## config.mk

```make
export PLATFORM = sky130hd
export DESIGN_NAME = digits_rom_arbiter
export DESIGN_NICKNAME = d
export VERILOG_FILES = /design/src/rtl/digits_pkg.sv /design/src/rtl/digits10_case.sv /design/src/rtl/digits_rom_arbiter.sv
export SDC_FILE = /design/constraint.sdc
export NUM_CORES = 1
export LEC_CHECK = 0
export BUFFER_PORTS_ARGS = -buffer_cell sky130_fd_sc_hd__buf_2
export CAP_MARGIN = 20
export CORE_ASPECT_RATIO = 1.1
export CORE_UTILIZATION = 55
export CTS_CLUSTER_SIZE = 8
export DETAILED_ROUTE_END_ITERATION = 8
export GPL_ROUTABILITY_DRIVEN = 0
export PLACE_DENSITY = 0.93
export SKIP_LAST_GASP = 1
export SLEW_MARGIN = 20
export SYNTH_ARGS = -nofsm -noshare
export SYNTH_HDL_FRONTEND = slang
export SYNTH_SLANG_ARGS = --single-unit
```

## constraint.sdc

```tcl
create_clock -name clk -period 4.9 [get_ports clk]
set_clock_uncertainty 0.05 [all_clocks]
set_input_delay 0.98 -clock clk [delete_from_list [all_inputs] [get_ports clk]]
set_output_delay 0.98 -clock clk [all_outputs]
set_load 0.1 [all_outputs]
```

## src/rtl/digits_pkg.sv

```systemverilog
// Shared widths, digit-font limits and the round-robin pick helper for the digit ROM arbiter.
package digits_pkg;

  localparam int DIGIT_W   = 4;
  localparam int YOFS_W    = 3;
  localparam int ROW_W     = 5;
  localparam int DIGIT_MAX = 9;
  localparam int YOFS_MAX  = 4;
  localparam int RR_MAX    = 8;

  typedef struct packed {
    logic       found;
    logic [2:0] idx;
  } rr_pick_t;

  // Scans downward so the last hit written is the one nearest to ptr.
  function automatic rr_pick_t rr_pick(input logic [RR_MAX-1:0] req_mask,
                                       input logic [2:0]        ptr,
                                       input int                n);
    rr_pick_t res;
    int       cand;
    res.found = 1'b0;
    res.idx   = 3'd0;
    for (int k = RR_MAX - 1; k >= 0; k--) begin
      if (k < n) begin
        cand = (int'(ptr) + k) % n;
        if (req_mask[cand[2:0]]) begin
          res.found = 1'b1;
          res.idx   = cand[2:0];
        end else begin
          res.found = res.found;
        end
      end else begin
        res.found = res.found;
      end
    end
    return res;
  endfunction

endpackage

```

## src/rtl/digits10_case.sv

```systemverilog
// 5x5 digit font ROM: one glyph row per digit/yofs, bit 4 is the leftmost pixel.
module digits10_case (
  input  logic [3:0] digit,
  input  logic [2:0] yofs,
  output logic [4:0] bits
);

  logic [24:0] glyph_s;

  // Glyph lookup; rows are packed top row first, unused codes are blank.
  always_comb begin
    glyph_s = 25'd0;
    case (digit)
      4'd0:    glyph_s = {5'b11111, 5'b10001, 5'b10001, 5'b10001, 5'b11111};
      4'd1:    glyph_s = {5'b01100, 5'b00100, 5'b00100, 5'b00100, 5'b11111};
      4'd2:    glyph_s = {5'b11111, 5'b00001, 5'b11111, 5'b10000, 5'b11111};
      4'd3:    glyph_s = {5'b11111, 5'b00001, 5'b11111, 5'b00001, 5'b11111};
      4'd4:    glyph_s = {5'b10001, 5'b10001, 5'b11111, 5'b00001, 5'b00001};
      4'd5:    glyph_s = {5'b11111, 5'b10000, 5'b11111, 5'b00001, 5'b11111};
      4'd6:    glyph_s = {5'b11111, 5'b10000, 5'b11111, 5'b10001, 5'b11111};
      4'd7:    glyph_s = {5'b11111, 5'b00001, 5'b00001, 5'b00001, 5'b00001};
      4'd8:    glyph_s = {5'b11111, 5'b10001, 5'b11111, 5'b10001, 5'b11111};
      4'd9:    glyph_s = {5'b11111, 5'b10001, 5'b11111, 5'b00001, 5'b11111};
      default: glyph_s = 25'd0;
    endcase
  end

  // Row select within the glyph.
  always_comb begin
    bits = 5'd0;
    case (yofs)
      3'd0:    bits = glyph_s[24:20];
      3'd1:    bits = glyph_s[19:15];
      3'd2:    bits = glyph_s[14:10];
      3'd3:    bits = glyph_s[9:5];
      3'd4:    bits = glyph_s[4:0];
      default: bits = 5'd0;
    endcase
  end

endmodule

```

## src/rtl/digits_rom_arbiter.sv

```systemverilog
// Round-robin arbiter sharing one digits10_case ROM between NREQ requesters, 2-cycle latency.
// Optional range checking (rsp_err port) is enabled by defining DIGITS_ARB_RANGE_CHECK_EN.
module digits_rom_arbiter
  import digits_pkg::*;
#(
  parameter  int NREQ = 4,
  localparam int IDW  = $clog2(NREQ)
) (
  input  logic                    clk,
  input  logic                    reset,
  input  logic [NREQ-1:0]         req,
  input  logic [DIGIT_W*NREQ-1:0] req_digit,
  input  logic [YOFS_W*NREQ-1:0]  req_yofs,
  output logic [NREQ-1:0]         gnt,
  output logic                    rsp_valid,
  output logic [IDW-1:0]          rsp_id,
  output logic [ROW_W-1:0]        rsp_bits
`ifdef DIGITS_ARB_RANGE_CHECK_EN
  , output logic                  rsp_err
`endif
);

  logic [RR_MAX-1:0]  mask_s;
  rr_pick_t           pick_s;
  logic [NREQ-1:0]    gnt_next_s;
  logic [IDW-1:0]     ptr_next_s;
  logic [DIGIT_W-1:0] sel_digit_s;
  logic [YOFS_W-1:0]  sel_yofs_s;
  logic [ROW_W-1:0]   rom_bits_s;

  logic [IDW-1:0]     ptr_r;
  logic               s1_valid_r;
  logic [IDW-1:0]     s1_id_r;
  logic [DIGIT_W-1:0] s1_digit_r;
  logic [YOFS_W-1:0]  s1_yofs_r;

  // Arbitration: a requester granted this cycle is masked so a lingering req is not reissued.
  always_comb begin
    mask_s = {RR_MAX{1'b0}};
    for (int i = 0; i < NREQ; i++) begin
      mask_s[i] = req[i] & ~gnt[i];
    end
    pick_s = rr_pick(mask_s, 3'(ptr_r), NREQ);
    for (int i = 0; i < NREQ; i++) begin
      gnt_next_s[i] = pick_s.found && (pick_s.idx == 3'(i));
    end
    if (int'(pick_s.idx) == NREQ - 1) begin
      ptr_next_s = {IDW{1'b0}};
    end else begin
      ptr_next_s = IDW'(pick_s.idx) + IDW'(1);
    end
    sel_digit_s = req_digit[int'(pick_s.idx)*DIGIT_W +: DIGIT_W];
    sel_yofs_s  = req_yofs[int'(pick_s.idx)*YOFS_W +: YOFS_W];
  end

  // Stage 1: register the grant and latch the winner's address.
  always_ff @(posedge clk or negedge reset) begin
    if (!reset) begin
      ptr_r      <= {IDW{1'b0}};
      gnt        <= {NREQ{1'b0}};
      s1_valid_r <= 1'b0;
      s1_id_r    <= {IDW{1'b0}};
      s1_digit_r <= {DIGIT_W{1'b0}};
      s1_yofs_r  <= {YOFS_W{1'b0}};
    end else if (pick_s.found) begin
      ptr_r      <= ptr_next_s;
      gnt        <= gnt_next_s;
      s1_valid_r <= 1'b1;
      s1_id_r    <= IDW'(pick_s.idx);
      s1_digit_r <= sel_digit_s;
      s1_yofs_r  <= sel_yofs_s;
    end else begin
      gnt        <= {NREQ{1'b0}};
      s1_valid_r <= 1'b0;
    end
  end

  digits10_case u_rom (
    .digit (s1_digit_r),
    .yofs  (s1_yofs_r),
    .bits  (rom_bits_s)
  );

`ifdef DIGITS_ARB_RANGE_CHECK_EN
  logic range_bad_s;

  // Out-of-font addresses are flagged rather than trusted to the ROM's blank codes.
  always_comb begin
    range_bad_s = (s1_digit_r > DIGIT_W'(DIGIT_MAX)) || (s1_yofs_r > YOFS_W'(YOFS_MAX));
  end

  // Stage 2: response registers with range flag.
  always_ff @(posedge clk or negedge reset) begin
    if (!reset) begin
      rsp_valid <= 1'b0;
      rsp_id    <= {IDW{1'b0}};
      rsp_bits  <= {ROW_W{1'b0}};
      rsp_err   <= 1'b0;
    end else if (s1_valid_r) begin
      rsp_valid <= 1'b1;
      rsp_id    <= s1_id_r;
      rsp_bits  <= range_bad_s ? {ROW_W{1'b0}} : rom_bits_s;
      rsp_err   <= range_bad_s;
    end else begin
      rsp_valid <= 1'b0;
      rsp_err   <= 1'b0;
    end
  end
`else
  // Stage 2: response registers; idle cycles keep the last id and bitmap.
  always_ff @(posedge clk or negedge reset) begin
    if (!reset) begin
      rsp_valid <= 1'b0;
      rsp_id    <= {IDW{1'b0}};
      rsp_bits  <= {ROW_W{1'b0}};
    end else if (s1_valid_r) begin
      rsp_valid <= 1'b1;
      rsp_id    <= s1_id_r;
      rsp_bits  <= rom_bits_s;
    end else begin
      rsp_valid <= 1'b0;
    end
  end
`endif

endmodule

```

# Word-level counts from Yosys, hierarchy flattened
# Memories as Yosys holds them, arrays and structs flattened.
# Index checks and enable logic that the tools add are counted.
[totals] rom_bits=336 in_bits=34 output_inout_bits=12 n_memories=1 reg_bits=24 elab_cells=70
[classes] n_mux=21 shift=2 n_bitwise=11 n_reduce_logical=9 eq_ne=8 order_cmp=4 n_addsub=4 n_mul=1
[mem_list] memory="(name not given)" words=16 word_bits=21 rd=1 rd_clocked_by_memory_dff=0 write_ports=0 line="digits10_case.sv:13" rtl="case (digit)"
[ops] cell="5-bit case mux with 5 select lines" n=1
[ops] cell="16-bit by 6-bit variable part select with 4-bit output" n=1
[ops] cell="3-bit by 2-bit == test with 1-bit output, second input constant" n=4
[ops] cell="3-bit by 4-bit less-than comparator with 1-bit output, second input constant" n=3
[ops] cell="3-bit 2-to-1 mux" n=4
[ops] cell="12-bit by 6-bit variable part select with 3-bit output" n=1
[ops] cell="1-bit 2-to-1 mux" n=10
[ops] cell="1-bit binary-select mux with 3-bit select" n=3
[ops] cell="3-bit by 1-bit == test with 1-bit output, second input constant" n=2
[ops] cell="3-bit == test, second input constant" n=2
[ops] cell="3-bit zero test" n=2
[ops] cell="2-bit OR reduction" n=3
[ops] cell="3-bit by 2-bit multiplier with 5-bit output, second input constant" n=1
[ops] cell="2-bit by 1-bit adder with 2-bit output, second input constant" n=2
[ops] cell="2-bit adder, second input constant" n=2
[ops] cell="1-bit AND" n=4
[ops] cell="1-bit logical AND" n=4
[ops] cell="2-bit by 4-bit less-than comparator with 1-bit output, second input constant" n=1
[ops] cell="4-bit 2-to-1 mux" n=1
[ops] cell="1-bit NOT" n=4
[ops] cell="1-bit AND, first input constant" n=3
[ops] cell="1-bit binary-select mux with 2-bit select" n=1
[ops] cell="2-bit 2-to-1 mux" n=1

# Depth between registers and ports, before layout
[depth] word_depth=12 ltp_mapped=7

# Hierarchy
# Synthesis repeated with hierarchy kept, for this count alone.
[unflattened] cells_unflattened=158 hier_area_um2=1621.6
[modules_own_cells] mod="digits_rom_arbiter" cells_each=99 n_inst=1 area_per_inst_um2=1178.6 seq_area_each_um2=600.6
[modules_own_cells] mod="digits10_case" cells_each=59 n_inst=1 area_per_inst_um2=442.9 seq_area_each_um2=0.0

# Least setup slack after synthesis
# Ideal clock, no wire load.
[synth_timing] kind="input to register" from="in req[3]" to="reg ptr_r[1]" path_buffers=1 stages=6 setup_ns=0.124 t_arrival_ns=2.087 setup_slack_ns=2.639 cell_sequence="nor2b_4 -> a211o_1 -> o221a_2 -> buf_6 -> and2_4 -> a211o_1"
[synth_via] elab_chain_cells=9 word_cells_on_any_way=20 cone_classes="add/sub: 1; eq/ne: 1; mux: 17; bitwise: 1"
[synth_lines] item="start: declaration" line="digits_rom_arbiter.sv:11" rtl="input logic [NREQ-1:0] req,"
[synth_lines] item="1-bit AND (*)" line="digits_rom_arbiter.sv:41" rtl="mask_s[i] = req[i] & ~gnt[i];"
[synth_lines] item="1-bit binary-select mux with 3-bit select" line="digits_pkg.sv:27" rtl="if (req_mask[cand[2:0]]) begin"
[synth_lines] item="1-bit 2-to-1 mux (not written as such)" line="digits_pkg.sv:27"
[synth_lines] item="3-bit 2-to-1 mux (4 in series)" line="digits_pkg.sv:27"
[synth_lines] item="2-bit by 1-bit adder with 2-bit output or 3-bit == test (tied branches)" line="digits_rom_arbiter.sv:50, digits_rom_arbiter.sv:47"
[synth_lines] item="2-bit 2-to-1 mux" line="digits_rom_arbiter.sv:47" rtl="if (int'(pick_s.idx) == NREQ - 1) begin"
[synth_lines] item="end signal: assignment" line="digits_rom_arbiter.sv:59" rtl="ptr_r <= {IDW{1'b0}};"
[synth_lines] item="end signal: assignment" line="digits_rom_arbiter.sv:66" rtl="ptr_r <= ptr_next_s;"
[synth_lines] item="end: declaration" line="digits_rom_arbiter.sv:31" rtl="logic [IDW-1:0] ptr_r;"
# Mark *: on every way between the ends. The rest lies on a longest branch, timed or not. The select of a mux whose other input is x is not followed.
# A chain may end at the register's enable or synchronous reset.

# Worst setup path in the final report
[layout_timing] from="in req[1]" to="reg s1_yofs_r[2]"
[layout_via] elab_chain_cells=9 word_cells_on_any_way=19 cone_classes="mul: 1; shift: 1; mux: 16; bitwise: 1"
[layout_lines] item="1-bit AND (*)" line="digits_rom_arbiter.sv:41"
[layout_lines] item="1-bit binary-select mux with 3-bit select" line="digits_pkg.sv:27"
[layout_lines] item="1-bit 2-to-1 mux (not written as such)" line="digits_pkg.sv:27"
[layout_lines] item="3-bit 2-to-1 mux (4 in series)" line="digits_pkg.sv:27"
[layout_lines] item="3-bit by 2-bit multiplier with 5-bit output" line="digits_rom_arbiter.sv:53" rtl="sel_yofs_s = req_yofs[int'(pick_s.idx)*YOFS_W +: YOFS_W];"
[layout_lines] item="12-bit by 6-bit variable part select with 3-bit output" line="digits_rom_arbiter.sv:53"
[layout_lines] item="end signal: assignment" line="digits_rom_arbiter.sv:64" rtl="s1_yofs_r <= {YOFS_W{1'b0}};"
[layout_lines] item="end signal: assignment" line="digits_rom_arbiter.sv:71" rtl="s1_yofs_r <= sel_yofs_s;"
[layout_lines] item="end: declaration" line="digits_rom_arbiter.sv:35" rtl="logic [YOFS_W-1:0] s1_yofs_r;"
# Marked as above.

==> flow_metrics.tcl <==
set metrics [dict create \
    cpPeakStageDelay_ns 0.70 \
    n_antenna_cell 0 \
    final_layout_size_suffix_gt1_share_pct 33.0 \
    maxSlewHeadroom_pct 42.1 \
    synth_adder_area_share_pct 4.91 \
    hold_ws_ns 0.452 \
    combPwrFrac_pct 60.6 \
    slew_viol_final 0 \
    synth-compound-area-share_pct 24.1 \
    clockPowerShare_pct 10.7 \
    drv_cap 0 \
    n_fill_cell 193 \
    mostFrequentLayoutCell "buf_2" \
    die-area_um2 3000 \
    cts.htree.levels 1 \
    status "complete, no violations" \
    dr.pass1.iters 4 \
    setup_viol 0 \
    synth_top_family_by_area "compound AO/OA/AOI/OAI gates" \
    grt_setup_unrepaired "false" \
    cts_made_buffers 3 \
    ant_nets 0 \
    synth.distinct_cells 42 \
    grt_pass1_wl_mm 5.58 \
    synth.avg_cell_area_um2 9.68 \
    power_leakage_nw 0.878 \
    register_area_um2 601 \
    hp-class "flip-flop to flip-flop" \
    muxShareOfSynthArea_pct 7.36 \
    p_int_mw 0.638 \
    rrSetupSlack_ns 2.65 \
    critPathLaunchType "primary input" \
    antenna_found_initial 0 \
    dp.final_hpwl_mm 2.53 \
    tritoncts "built" \
    arrival_ns 2.72 \
    sw_frac_of_total_pct 53.8 \
    io_buffers 45 \
    worst_setup_path_end_kind "flip-flop" \
    yosysWarnings 0 \
    tightest_slew_ns 0.868 \
    drt-vias-per-instance 5.97 \
    drt_iter0_drc 35 \
    die_w_um 52.3 \
    coreArea_um2 2570 \
    start_util_pct 59.6 \
    num_vias 1361 \
    grt_usage_pct 24.7 \
    route.detailed.drc 0 \
    worst_ep_required_time_ns 5.07 \
    wl_per_cell_um 14.5 \
    crit_fanout 13 \
    clock.fmax_mhz 393 \
    synth_area_um2 1530 \
    cts.clk_slew.worst_paths_ns 0.14 \
    routed_wl_mm 3.30 \
    yosys.area_share.simple_pct 18.1 \
    min_period_over_period_pct 51.9 \
    cts-root-buf "clkbuf_4" \
    overflow 0 \
    io_pins 46 \
    cts-resized-gates 0 \
    multi_input_area_um2 832 \
    tns_ns 0 \
    holdBufCountCts 0 \
    sequentialPowerShare_pct 28.7 \
    insertion_delay_ns 0.34 \
    peakVddDrop_mv 0.556 \
    grt_max_degree 25 \
    floorplan.rows 19 \
    die_h_um 57.3 \
    synth_seq_cells 24 \
    p_total_mw 1.38 \
    path_cells "buf_2 -> nor2b_2 -> a311oi_1 -> o22ai_1 -> and2_1 -> a221oi_2" \
    synth_xor_xnor_area_share_pct 0 \
    clock_path_buffers 2 \
    syn_nets 198 \
    fin_crit_ns 2.54 \
    syn_inst 158 \
    cpMaxStageDelayCell "o22ai_1" \
    final_nets 238 \
    grt_pass1_vias 1292 \
    mostFrequentLayoutCells "buf_2, dfrtp_1, nand2_1" \
    area_growth_pct 16.9 \
    final_util_pct 69.6 \
    cellPowerDensity_nw_per_um2 773 \
    net-switching-power_mw 0.744 \
    post-cts-setup-buffers 0 \
    worstSetupPathType "primary input to flip-flop" \
    ys_seq_area_share_pct 39.3 \
    cts.sinks 24 \
    hold_violations 0 \
]
-- path summary, 6_finish.rpt --
path,from,endpoint,depth (start not counted)
max,req[1],s1_yofs_r[2],6
max reg2reg,gnt[0],s1_yofs_r[2],5
min in group asynchronous,reset,rsp_id[0],1
max in group asynchronous,reset,s1_digit_r[3],1
min reg2reg,s1_id_r[0],s1_id_r[0],2
min,s1_id_r[0],s1_id_r[0],2
-- power groups by stage --
stage          logic, mW  registers (mW)  clock network [mW]
2_1_floorplan      0.515           0.592                   0
3_3_place_gp       0.807           0.390                   0
3_5_place_dp       0.832           0.398                   0
4_1_cts            0.836           0.393               0.147
5_1_grt            0.898           0.409               0.159
6_report           0.838           0.396               0.148
-- metal layers --
| layer | up-vias | track usage [%] | share of wire, % |
|---|---|---|---|
| met3 | 16 | 2.67 | 6.2 |
| li1 | 649 | - | - |
| met1 | 619 | 31.1 | 41 |
| met2 | 77 | 42.9 | 49 |
| met5 | - | 0 | 0 |
| met4 | 0 | 9.77 | 3.5 |
-- layout make-up --
class	instances	share of cell area, %
Tap cell	31	2.17
Sequential cell	24	33.6
Clock inverter	1	1.68
Clock buffer	3	1.26
Inverter	10	2.10
Multi-Input combinational cell	114	46.6
Timing Repair Buffer	45	12.6
-- Yosys cell counts, drive strengths merged --
cell    instances  area, um^2
dfrtp          24         601
nand2          16        60.1
nor2           14        52.6
inv            10        37.5
a21oi           9        45.0
mux2i           9        90.1
a221oi          7         105
nor2b           7        53.8
ha              6        75.1
o21ai           6        33.8
buf             5        40.0
clkbuf          5        18.8
nand2b          5        33.8
a31oi           3        18.8
nor3            3        15.0
o211ai          3        22.5
o22ai           3        18.8
a211o           2        17.5
a311oi          2        17.5
and2            2        15.0
and3            2        12.5
mux2            2        22.5
nand4           2        12.5
o221ai          2        35.0
a21o            1        7.51
nand3b          1        7.51
nor3b           1        7.51
o2111a          1        11.3
o21a            1        7.51
o21bai          1        7.51
o221a           1        11.3
o311ai          1        8.76
or3             1        6.26
-- sequential cells by signal, indices dropped and copies added (netlist names) --
register    cells
gnt             4
rsp_id          2
rsp_valid       1
rsp_bits        5
s1_id_r         2
s1_yofs_r       3
ptr_r           2
s1_digit_r      4
s1_valid_r      1
-- worst max-delay path: cells and delay by family --
| family | cells | cell delay [ns] |
|---|---|---|
| and+or+nand+nor | 2 | 0.74 |
| buffers and inverters | 1 | 0.08 |
| AOI/OAI and AO/OA | 3 | 0.91 |
-- stage by stage --
step,instances,instance area (um^2),setup slack [ns]
after global routing,228,1790,2.23
after floorplan,158,1530,2.64
after CTS,228,1790,2.39
final,228,1790,2.36
after detailed placement,224,1730,2.04
after global placement,224,1730,2.08
-- logic make-up (layout without fill, tap and decap cells) --
group	Yosys count	after routing
buffers and inverters	20	59
muxes	11	11
AOI/OAI and AO/OA	43	43
and+or+nand+nor	54	54
DFF	24	24
adders and majority gates	6	6
Power figures use the tool's default switching activity.
